==> config.mk <==
export PLATFORM = sky130hd
export DESIGN_NAME = db9md_pad_reader_flat
export DESIGN_NICKNAME = d
export VERILOG_FILES = /design/src/rtl/db9md_pad_reader_if.sv /design/src/rtl/db9md_pad_reader.sv /design/src/flat_wrapper.sv
export SDC_FILE = /design/constraint.sdc
export NUM_CORES = 1
export LEC_CHECK = 0
export ABC_AREA = 1
export CORE_MARGIN = 2
export CORE_UTILIZATION = 55
export DETAILED_ROUTE_END_ITERATION = 10
export GPL_ROUTABILITY_DRIVEN = 0
export GPL_TIMING_DRIVEN = 0
export PLACE_DENSITY_LB_ADDON = 0.05
export SLEW_MARGIN = 20
export SYNTH_ARGS = -nofsm -noshare
export SYNTH_HDL_FRONTEND = slang
export SYNTH_SLANG_ARGS = --single-unit
==> constraint.sdc <==
create_clock -name clk_sys -period 2 [get_ports clk_sys]
set_clock_uncertainty 0.1 [all_clocks]
set_input_delay 0.4 -clock clk_sys [delete_from_list [all_inputs] [get_ports clk_sys]]
set_output_delay 0.4 -clock clk_sys [all_outputs]
set_load 0.01 [all_outputs]
==> src/rtl/db9md_pad_reader_if.sv <==
// db9md_pad_reader_if
//  Pad-side bundle of the DB9MD pad reader: the raw user-port pins coming in,
//  the SELECT / split drives going out, and the decoded per-pad results.
//
//  master : the reader (drives SELECT, split and the decoded outputs)
//  slave  : the port / consumer side (drives joy_in, observes the rest)
//
//  joy_in     6   pad pins, active low: [0]U [1]D [2]L [3]R [4]TL [5]TR
//  joy_mdsel  1   pad SELECT (pin 7) drive
//  joy_split  1   0 = pad 1 wired to joy_in, 1 = pad 2
//  joystick1  12  pad 1: [0]R [1]L [2]D [3]U [4]B [5]C [6]A [7]Start
//                        [8]Mode [9]X [10]Y [11]Z, active high
//  joystick2  12  pad 2, same layout
//  pad_type1  2   0 none/Atari, 1 3-button, 2 6-button
//  pad_type2  2   as pad_type1
//
// Transfer semantics: there is no valid/ready pair. joystick*/pad_type* are
// registers that change only on the single commit edge at the end of a scan,
// so a consumer may sample them on any cycle and always sees a whole scan.
interface db9md_pad_reader_if;
    logic [5:0]  joy_in;
    logic        joy_mdsel;
    logic        joy_split;
    logic [11:0] joystick1;
    logic [11:0] joystick2;
    logic [1:0]  pad_type1;
    logic [1:0]  pad_type2;

    modport master (
        input  joy_in,
        output joy_mdsel, joy_split, joystick1, joystick2, pad_type1, pad_type2
    );

    modport slave (
        output joy_in,
        input  joy_mdsel, joy_split, joystick1, joystick2, pad_type1, pad_type2
    );
endinterface

==> src/rtl/db9md_pad_reader.sv <==
// db9md_pad_reader
//  Scans two Mega Drive 3/6-button (or Atari 1-button) pads sharing the
//  open-drain user port. One scan = IDLE gap + eight SELECT phases; the pads
//  alternate every scan via joy_split. Results are committed in one cycle at
//  the end of a scan.
//
//  clk_sys    in   system clock
//  reset_n    in   asynchronous reset, active low
//  pad        if   db9md_pad_reader_if.master (pins, SELECT, split, results)
//  dbg_state  out  current scan FSM state (IDLE=0, PH0..PH7 = 1..8)
module db9md_pad_reader #(
    parameter int PHASE_CYCLES = 400,
    parameter int IDLE_CYCLES  = 64000
) (
    input  logic                      clk_sys,
    input  logic                      reset_n,
    db9md_pad_reader_if.master        pad,
    output logic [3:0]                dbg_state
);
    localparam int MAX_CYCLES = (IDLE_CYCLES > PHASE_CYCLES) ? IDLE_CYCLES : PHASE_CYCLES;
    localparam int CW = $clog2(MAX_CYCLES);
    localparam logic [CW-1:0] IDLE_LAST  = CW'(IDLE_CYCLES - 1);
    localparam logic [CW-1:0] PHASE_LAST = CW'(PHASE_CYCLES - 1);

    typedef enum logic [3:0] {
        S_IDLE, S_PH0, S_PH1, S_PH2, S_PH3, S_PH4, S_PH5, S_PH6, S_PH7
    } state_t;

    state_t        state, state_next;
    logic [CW-1:0] cnt, cnt_next;
    logic          last_cycle;
    logic          mdsel;

    // Pins are asynchronous to clk_sys: two-flop synchroniser, then inverted
    // so that 1 means "pin pulled low / button pressed".
    logic [5:0] sync_meta, sync_q;
    logic [5:0] pins;

    // Scan-local shadow of the samples that matter; never visible directly.
    logic [5:0] sh_ph0;     // {TR,TL,R,L,D,U} with SELECT high
    logic [1:0] sh_ph1;     // {TR,TL} with SELECT low = {Start,A}
    logic       sh_three;   // L and R both low on first SELECT-low phase
    logic       sh_six;     // U,D,L,R all low on third SELECT-low phase
    logic [3:0] sh_ph6;     // {R,L,D,U} = {Mode,X,Y,Z}

    logic        split;
    logic [11:0] scan_vec;
    logic [1:0]  scan_type;
    logic        is_six;

    assign pins      = ~sync_q;
    assign dbg_state = state;

    always_ff @(posedge clk_sys or negedge reset_n) begin
        if (!reset_n) begin
            state <= S_IDLE;
            cnt   <= '0;
        end else begin
            state <= state_next;
            cnt   <= cnt_next;
        end
    end

    // Counter reloads on every state change; phase length depends on state.
    always_comb begin
        state_next = state;
        cnt_next   = cnt + CW'(1);
        mdsel      = 1'b1;
        last_cycle = (state == S_IDLE) ? (cnt == IDLE_LAST) : (cnt == PHASE_LAST);

        case (state)
            S_PH1, S_PH3, S_PH5, S_PH7: mdsel = 1'b0;
            default:                    mdsel = 1'b1;
        endcase

        if (last_cycle) begin
            cnt_next = '0;
            case (state)
                S_IDLE:  state_next = S_PH0;
                S_PH0:   state_next = S_PH1;
                S_PH1:   state_next = S_PH2;
                S_PH2:   state_next = S_PH3;
                S_PH3:   state_next = S_PH4;
                S_PH4:   state_next = S_PH5;
                S_PH5:   state_next = S_PH6;
                S_PH6:   state_next = S_PH7;
                default: state_next = S_IDLE;
            endcase
        end
    end

    assign pad.joy_mdsel = mdsel;
    assign pad.joy_split = split;

    always_ff @(posedge clk_sys or negedge reset_n) begin
        if (!reset_n) begin
            sync_meta <= 6'h3F;
            sync_q    <= 6'h3F;
        end else begin
            sync_meta <= pad.joy_in;
            sync_q    <= sync_meta;
        end
    end

    // Only the final cycle of a phase is sampled, giving the pad the rest of
    // the phase to settle after SELECT moves.
    always_ff @(posedge clk_sys or negedge reset_n) begin
        if (!reset_n) begin
            sh_ph0   <= '0;
            sh_ph1   <= '0;
            sh_three <= 1'b0;
            sh_six   <= 1'b0;
            sh_ph6   <= '0;
        end else if (last_cycle) begin
            case (state)
                S_PH0: sh_ph0 <= pins;
                S_PH1: begin
                    sh_ph1   <= pins[5:4];
                    sh_three <= pins[2] & pins[3];
                end
                S_PH5: sh_six <= &pins[3:0];
                S_PH6: sh_ph6 <= pins[3:0];
                default: ;
            endcase
        end
    end

    // Buttons that a detected pad type cannot report are forced to 0.
    always_comb begin
        is_six       = sh_three & sh_six;
        scan_vec     = '0;
        scan_vec[0]  = sh_ph0[3];
        scan_vec[1]  = sh_ph0[2];
        scan_vec[2]  = sh_ph0[1];
        scan_vec[3]  = sh_ph0[0];
        scan_vec[4]  = sh_ph0[4];
        scan_vec[5]  = sh_ph0[5] & sh_three;
        scan_vec[6]  = sh_ph1[0] & sh_three;
        scan_vec[7]  = sh_ph1[1] & sh_three;
        scan_vec[8]  = sh_ph6[3] & is_six;
        scan_vec[9]  = sh_ph6[2] & is_six;
        scan_vec[10] = sh_ph6[1] & is_six;
        scan_vec[11] = sh_ph6[0] & is_six;
        scan_type    = is_six ? 2'd2 : (sh_three ? 2'd1 : 2'd0);
    end

    // Commit and pad alternation share the PH7 -> IDLE edge.
    always_ff @(posedge clk_sys or negedge reset_n) begin
        if (!reset_n) begin
            split         <= 1'b0;
            pad.joystick1 <= '0;
            pad.joystick2 <= '0;
            pad.pad_type1 <= '0;
            pad.pad_type2 <= '0;
        end else if (state == S_PH7 && last_cycle) begin
            split <= ~split;
            if (split) begin
                pad.joystick2 <= scan_vec;
                pad.pad_type2 <= scan_type;
            end else begin
                pad.joystick1 <= scan_vec;
                pad.pad_type1 <= scan_type;
            end
        end
    end
endmodule

==> src/flat_wrapper.sv <==
// flat-port wrapper written by rule: the top's interface ports become plain ports
module db9md_pad_reader_flat 
#(
    parameter int PHASE_CYCLES = 400,
    parameter int IDLE_CYCLES  = 64000
)
  (clk_sys, reset_n, dbg_state, pad_joy_in, pad_joy_mdsel, pad_joy_split, pad_joystick1, pad_joystick2, pad_pad_type1, pad_pad_type2);
  db9md_pad_reader_if pad_i ();
  input  logic clk_sys;
  input  logic reset_n;
  output logic [3:0] dbg_state;
  input wire logic [$bits(pad_i.joy_in)-1:0] pad_joy_in;
  output wire logic [$bits(pad_i.joy_mdsel)-1:0] pad_joy_mdsel;
  output wire logic [$bits(pad_i.joy_split)-1:0] pad_joy_split;
  output wire logic [$bits(pad_i.joystick1)-1:0] pad_joystick1;
  output wire logic [$bits(pad_i.joystick2)-1:0] pad_joystick2;
  output wire logic [$bits(pad_i.pad_type1)-1:0] pad_pad_type1;
  output wire logic [$bits(pad_i.pad_type2)-1:0] pad_pad_type2;
  assign pad_i.joy_in = pad_joy_in;
  assign pad_joy_mdsel = pad_i.joy_mdsel;
  assign pad_joy_split = pad_i.joy_split;
  assign pad_joystick1 = pad_i.joystick1;
  assign pad_joystick2 = pad_i.joystick2;
  assign pad_pad_type1 = pad_i.pad_type1;
  assign pad_pad_type2 = pad_i.pad_type2;
  db9md_pad_reader #(.PHASE_CYCLES(PHASE_CYCLES), .IDLE_CYCLES(IDLE_CYCLES)) u_core (.clk_sys(clk_sys), .reset_n(reset_n), .pad(pad_i), .dbg_state(dbg_state));
endmodule
# Yosys cells after proc, flatten, opt, wreduce, memory -nomap -nowiden
# Memories as Yosys holds them, arrays and structs flattened.
# Index checks and enable logic that the tools add are counted.
[word_totals] mem_count=1 mem_bits_ro=32 regBits=75 in_bits=8 out_inout_bits=34 elab_cells=51
[memory_table] name="(no name shown)" words=8 word_bits=4 rd=1 rd_ports_with_merged_regs=0 write_ports=0 line="db9md_pad_reader.sv:78" rtl="case (state)"
[op_classes] mux=6 add_sub_neg=1 n_reduce_logical=10 bitwise_logic=11 n_eq_ne=8
[op_table] op="adder 16 x 1 -> 16 bit, second input constant" count=1
[op_table] op="== test 16 bit, second input constant" count=1
[op_table] op="== test 16 x 9 -> 1 bit, second input constant" count=1
[op_table] op="two-way mux 16 bit" count=1
[op_table] op="== test 4 x 3 -> 1 bit, second input constant" count=3
[op_table] op="AND reduction 2 bit" count=6
[op_table] op="bitwise AND 1 bit" count=9
[op_table] op="inverter 6 bit" count=1
[op_table] op="== test 4 x 1 -> 1 bit, second input constant" count=1
[op_table] op="== test 4 x 2 -> 1 bit, second input constant" count=1
[op_table] op="== test 4 bit, second input constant" count=1
[op_table] op="logical NOT 4 bit" count=1
[op_table] op="two-way mux 4 bit" count=1
[op_table] op="AND reduction 4 bit" count=1
[op_table] op="OR reduction 4 bit" count=1
[op_table] op="two-way mux 1 bit" count=3
[op_table] op="two-way mux 2 bit" count=1
[op_table] op="logical AND 1 bit" count=1
[op_table] op="inverter 1 bit" count=1

# Longest topological paths before layout
[logic_depth] ltp_word=4 mapped_depth=12 ltp_nobuf=11

# Least setup slack after synthesis
# OpenSTA, ideal clock, no wires.
[synth_timing] kind="register to output" startpoint="reg u_core.state[0] (netlist: u_core.dbg_state[0])" endpoint="out pad_joy_mdsel" n_path_buf=1 required_ps=1500 path_stages_with_launch=7 arrival_time_ps=1643 setup_slack_ps=-143 path_cell_list="dfrtp_1 -> inv_1 -> ha_1 -> inv_1 -> nor3_2 -> buf_2 -> a2111oi_0"
[synth_between] elab_chain_cells=3 word_cells_on_any_way=6 cone_classes="eq/ne: 4; mux: 1; reduce/logical: 1"
[synth_rtl] element="from (decl)" line="db9md_pad_reader.sv:29" rtl="state_t state, state_next;"
[synth_rtl] element="from (signal assigned)" line="db9md_pad_reader.sv:59" rtl="state <= state_next;"
[synth_rtl] element="== test 4 x 2 -> 1 bit (tied with other cells)" line="db9md_pad_reader.sv:71" rtl="case (state)"
[synth_rtl] element="OR reduction 4 bit *" line="db9md_pad_reader.sv:71"
[synth_rtl] element="two-way mux 1 bit *" line="db9md_pad_reader.sv:71"
[synth_rtl] element="to (decl)" line="flat_wrapper.sv:13" rtl="output wire logic [$bits(pad_i.joy_mdsel)-1:0] pad_joy_mdsel;"
# Every way passes the cells marked *; elsewhere a longest branch is shown, timed or not.

# Worst setup path in the final report
[layout_timing] startpoint="reg u_core.state[2] (netlist: u_core.dbg_state[2])" endpoint="out pad_joy_mdsel"
# The elaborated chain is that of the path after synthesis.

==> flow_metrics.tcl <==
set metrics [dict create \
    status "finished with violations" \
    violations "negative setup slack" \
    grt_pass1_vias 2575 \
    cts.sinks 75 \
    worst_slack_ns -0.150 \
    ant_nets 0 \
    drive_gt1_share_pct 19.0 \
    via_count 2777 \
    multiInputGateArea_um2 1270 \
    most-common-layout-cells "nand2_1 (103), dfrtp_1 (63), clkdlybuf4s50_1 (38)" \
    rows 28 \
    fin_crit_ns 2.15 \
    grt_overflow 0 \
    drc 0 \
    syn_nets 384 \
    regArea_um2 1890 \
    fin_nets 456 \
    cap_violations 0 \
    place_inst 487 \
    viasPerCell 5.32 \
    fin_cells 522 \
    syn-mean-instance-area_um2 8.86 \
    critPathArrivalTime_ns 1.65 \
    final-hold-violation-count 0 \
    drt_pass1_iterations 5 \
    dieArea_um2 6600 \
    slowest_stage "dfrtp_1" \
    netlist_instances 370 \
    clk_latency_ns 0.35 \
    core_um2 5850 \
    path_class "flip-flop to output pin" \
    start_util_pct 56.1 \
    hold_path.class "flip-flop to flip-flop" \
    fin_crit_sh_pct 107 \
    path_cells "nor2_1 -> inv_1 -> nor2_2 -> a2111oi_4 -> buf_2" \
    cts_max_level 3 \
    crit_required_ns 1.50 \
    power_density_nw_per_um2 628 \
    path_clk_slew_ns 0.08 \
    fillers 444 \
    end_kind "output pin" \
    syn_to_final_growth_pct 30.5 \
    grt_pass1_wl_um 12400 \
    cts_buffers 9 \
    peakVddDrop_mv 0.446 \
    antenna_found_initial 0 \
    fin_hold_ws_ns 0.258 \
    clock_path_buffers 2 \
    clockRootBuffer "clkbuf_8" \
    die_w_um 81.2 \
    ys_warn_count 0 \
    grt_max_degree 45 \
    ys_seq_area_share_pct 57.7 \
    finalWirelength_um 7560 \
    track_usage_pct 24.8 \
    insertedDiodeCount 0 \
    dpl_worst_slack_ns -0.547 \
    setup_viol 1 \
    die_y_um 81.2 \
    hpwlAfterDp_um 4920 \
    portBuffers 41 \
    synth_seq_cells 75 \
    synth_cell_types 27 \
    drt-initial-drc-count 197 \
    start_kind "flip-flop" \
    power_leakage_nw 2.12 \
    worst_pin_slew_ns 0.499 \
    maxSlewHeadroom_pct 66.6 \
    fmax_ghz 0.465 \
    drv_slew 0 \
    slowest_delay_ns 0.47 \
    synth_area_um2 3280 \
    post_drt_wl_per_cell_um 14.5 \
    ios 42 \
    layout_commonest_cell "nand2_1" \
    cp_max_fo 6 \
    power_mw 2.69 \
    cts_tree "built" \
    rsz0062_at_grt "yes" \
]
[registers in the layout (all words and copies together), names as in the netlist]
signal	count
u_core.pad.pad_type1	2
u_core.sh_six	1
u_core.sh_ph1	2
u_core.sync_meta	6
u_core.sh_ph6	4
u_core.sync_q	6
u_core.pad.joy_split	1
u_core.sh_three	1
u_core.sh_ph0	6
u_core.pad.joystick2	12
u_core.pad.pad_type2	2
u_core.pad.joystick1	12
u_core.dbg_state	4
u_core.cnt	16
[cell type report]
cell class	count	share of cell area, %
Tap cell	75	2.19
Multi-Input combinational cell	241	29.7
Clock inverter	5	0.877
Clock buffer	11	3.54
Sequential cell	75	44.2
Buffer	14	2.43
Timing Repair Buffer	61	13.5
Inverter	40	3.57
[power by group]
part / internal (mW) / switching [mW] / total [mW]
Combinational: 0.0177 / 0.0333 / 0.0510
Clock: 0.520 / 0.574 / 1.09
Sequential: 1.54 / 0.00613 / 1.54
[metrics by stage]
| step | utilization [%] | cell area [µm²] | TNS (ns) |
|---|---|---|---|
| global placement | 64.8 | 3790 | -141.32 |
| detailed placement | 65.1 | 3810 | -2.14 |
| floorplan | - | 3290 | 0 |
| global route | 73.1 | 4280 | -0.574 |
| finish | 73.1 | 4280 | -0.150 |
| CTS | 70.8 | 4140 | -0.172 |
[cells by family after synthesis]
family,Yosys count,share of synthesized area (%)
AOI/OAI and AO/OA,28,4.62
DFF,75,57.7
and+or+nand+nor,205,27.8
xor gates and xnor gates,2,0.534
buffers and inverters,54,7.10
adders and majority gates,6,2.29
[critical path, delay by kind of cell, from the launching register on]
kind	cells	cell delay, ns
simple gates	2	0.48
flops	1	0.47
compound gates	1	0.07
buf+inv	2	0.28
[metal layers]
metal  vias to the layer above  part of all wire, %  global-route usage (%)
met3                        13                  4.7                    4.78
met4                         0                  1.7                    9.66
met2                        95                   47                    38.0
li1                       1346                    -                       -
met5                         -                    0                       0
met1                      1323                   47                    35.0
[worst paths after layout]
| path | startpoint | to | slack [ns] | depth (start not counted) |
|---|---|---|---|---|
| max in group asynchronous | reset_n | u_core.sync_q[2]$_DFF_PN1_ | 0.74 | 3 |
| worst min-delay path | u_core.sync_meta[0]$_DFF_PN1_ | u_core.sync_q[0]$_DFF_PN1_ | 0.26 | 0 |
| worst max register to register | u_core.dbg_state[0]$_DFFE_PN0N_ | u_core.dbg_state[3]$_DFFE_PN0N_ | 0.05 | 12 |
| min in group asynchronous | reset_n | u_core.cnt[2]$_DFF_PN0_ | 0.43 | 2 |
| worst max-delay path | u_core.dbg_state[2]$_DFFE_PN0N_ | pad_joy_mdsel | -0.15 | 5 |
| worst min register to register | u_core.sync_meta[0]$_DFF_PN1_ | u_core.sync_q[0]$_DFF_PN1_ | 0.26 | 0 |
[cell usage after synthesis]
| cell type | count | area share (%) |
|---|---|---|
| a2111oi_0 | 1 | 0.27 |
| inv_1 | 40 | 4.6 |
| buf_6 | 3 | 1.0 |
| nand2_1 | 107 | 12 |
| nand2_2 | 2 | 0.38 |
| o211ai_1 | 1 | 0.23 |
| a211oi_1 | 1 | 0.23 |
| buf_2 | 6 | 0.92 |
| dfstp_2 | 12 | 9.6 |
| xor2_1 | 2 | 0.53 |
| nor4_1 | 1 | 0.19 |
| o21ai_1 | 6 | 0.92 |
| nor3_2 | 1 | 0.31 |
| nor2_4 | 1 | 0.34 |
| nand3_1 | 16 | 2.4 |
| o21ai_0 | 12 | 1.8 |
| nand4_1 | 32 | 6.1 |
| dfrtp_1 | 63 | 48 |
| nor3_1 | 5 | 0.76 |
| a21oi_1 | 6 | 0.92 |
| and3_1 | 2 | 0.38 |
| nand3_2 | 1 | 0.31 |
| o21bai_1 | 1 | 0.23 |
| or2_2 | 1 | 0.19 |
| clkbuf_1 | 5 | 0.57 |
| ha_1 | 6 | 2.3 |
| nor2_1 | 36 | 4.1 |
[what timing repair did]
item,in CTS,in global routing
pin swaps,4,4
buffers inserted,10,7
cloned,0,1
hold buffers,1,0
hold endpoints to repair,31,0
setup endpoints to repair,29,50
resized for setup,21,24
No activity file was read; power rests on OpenSTA's default activity.
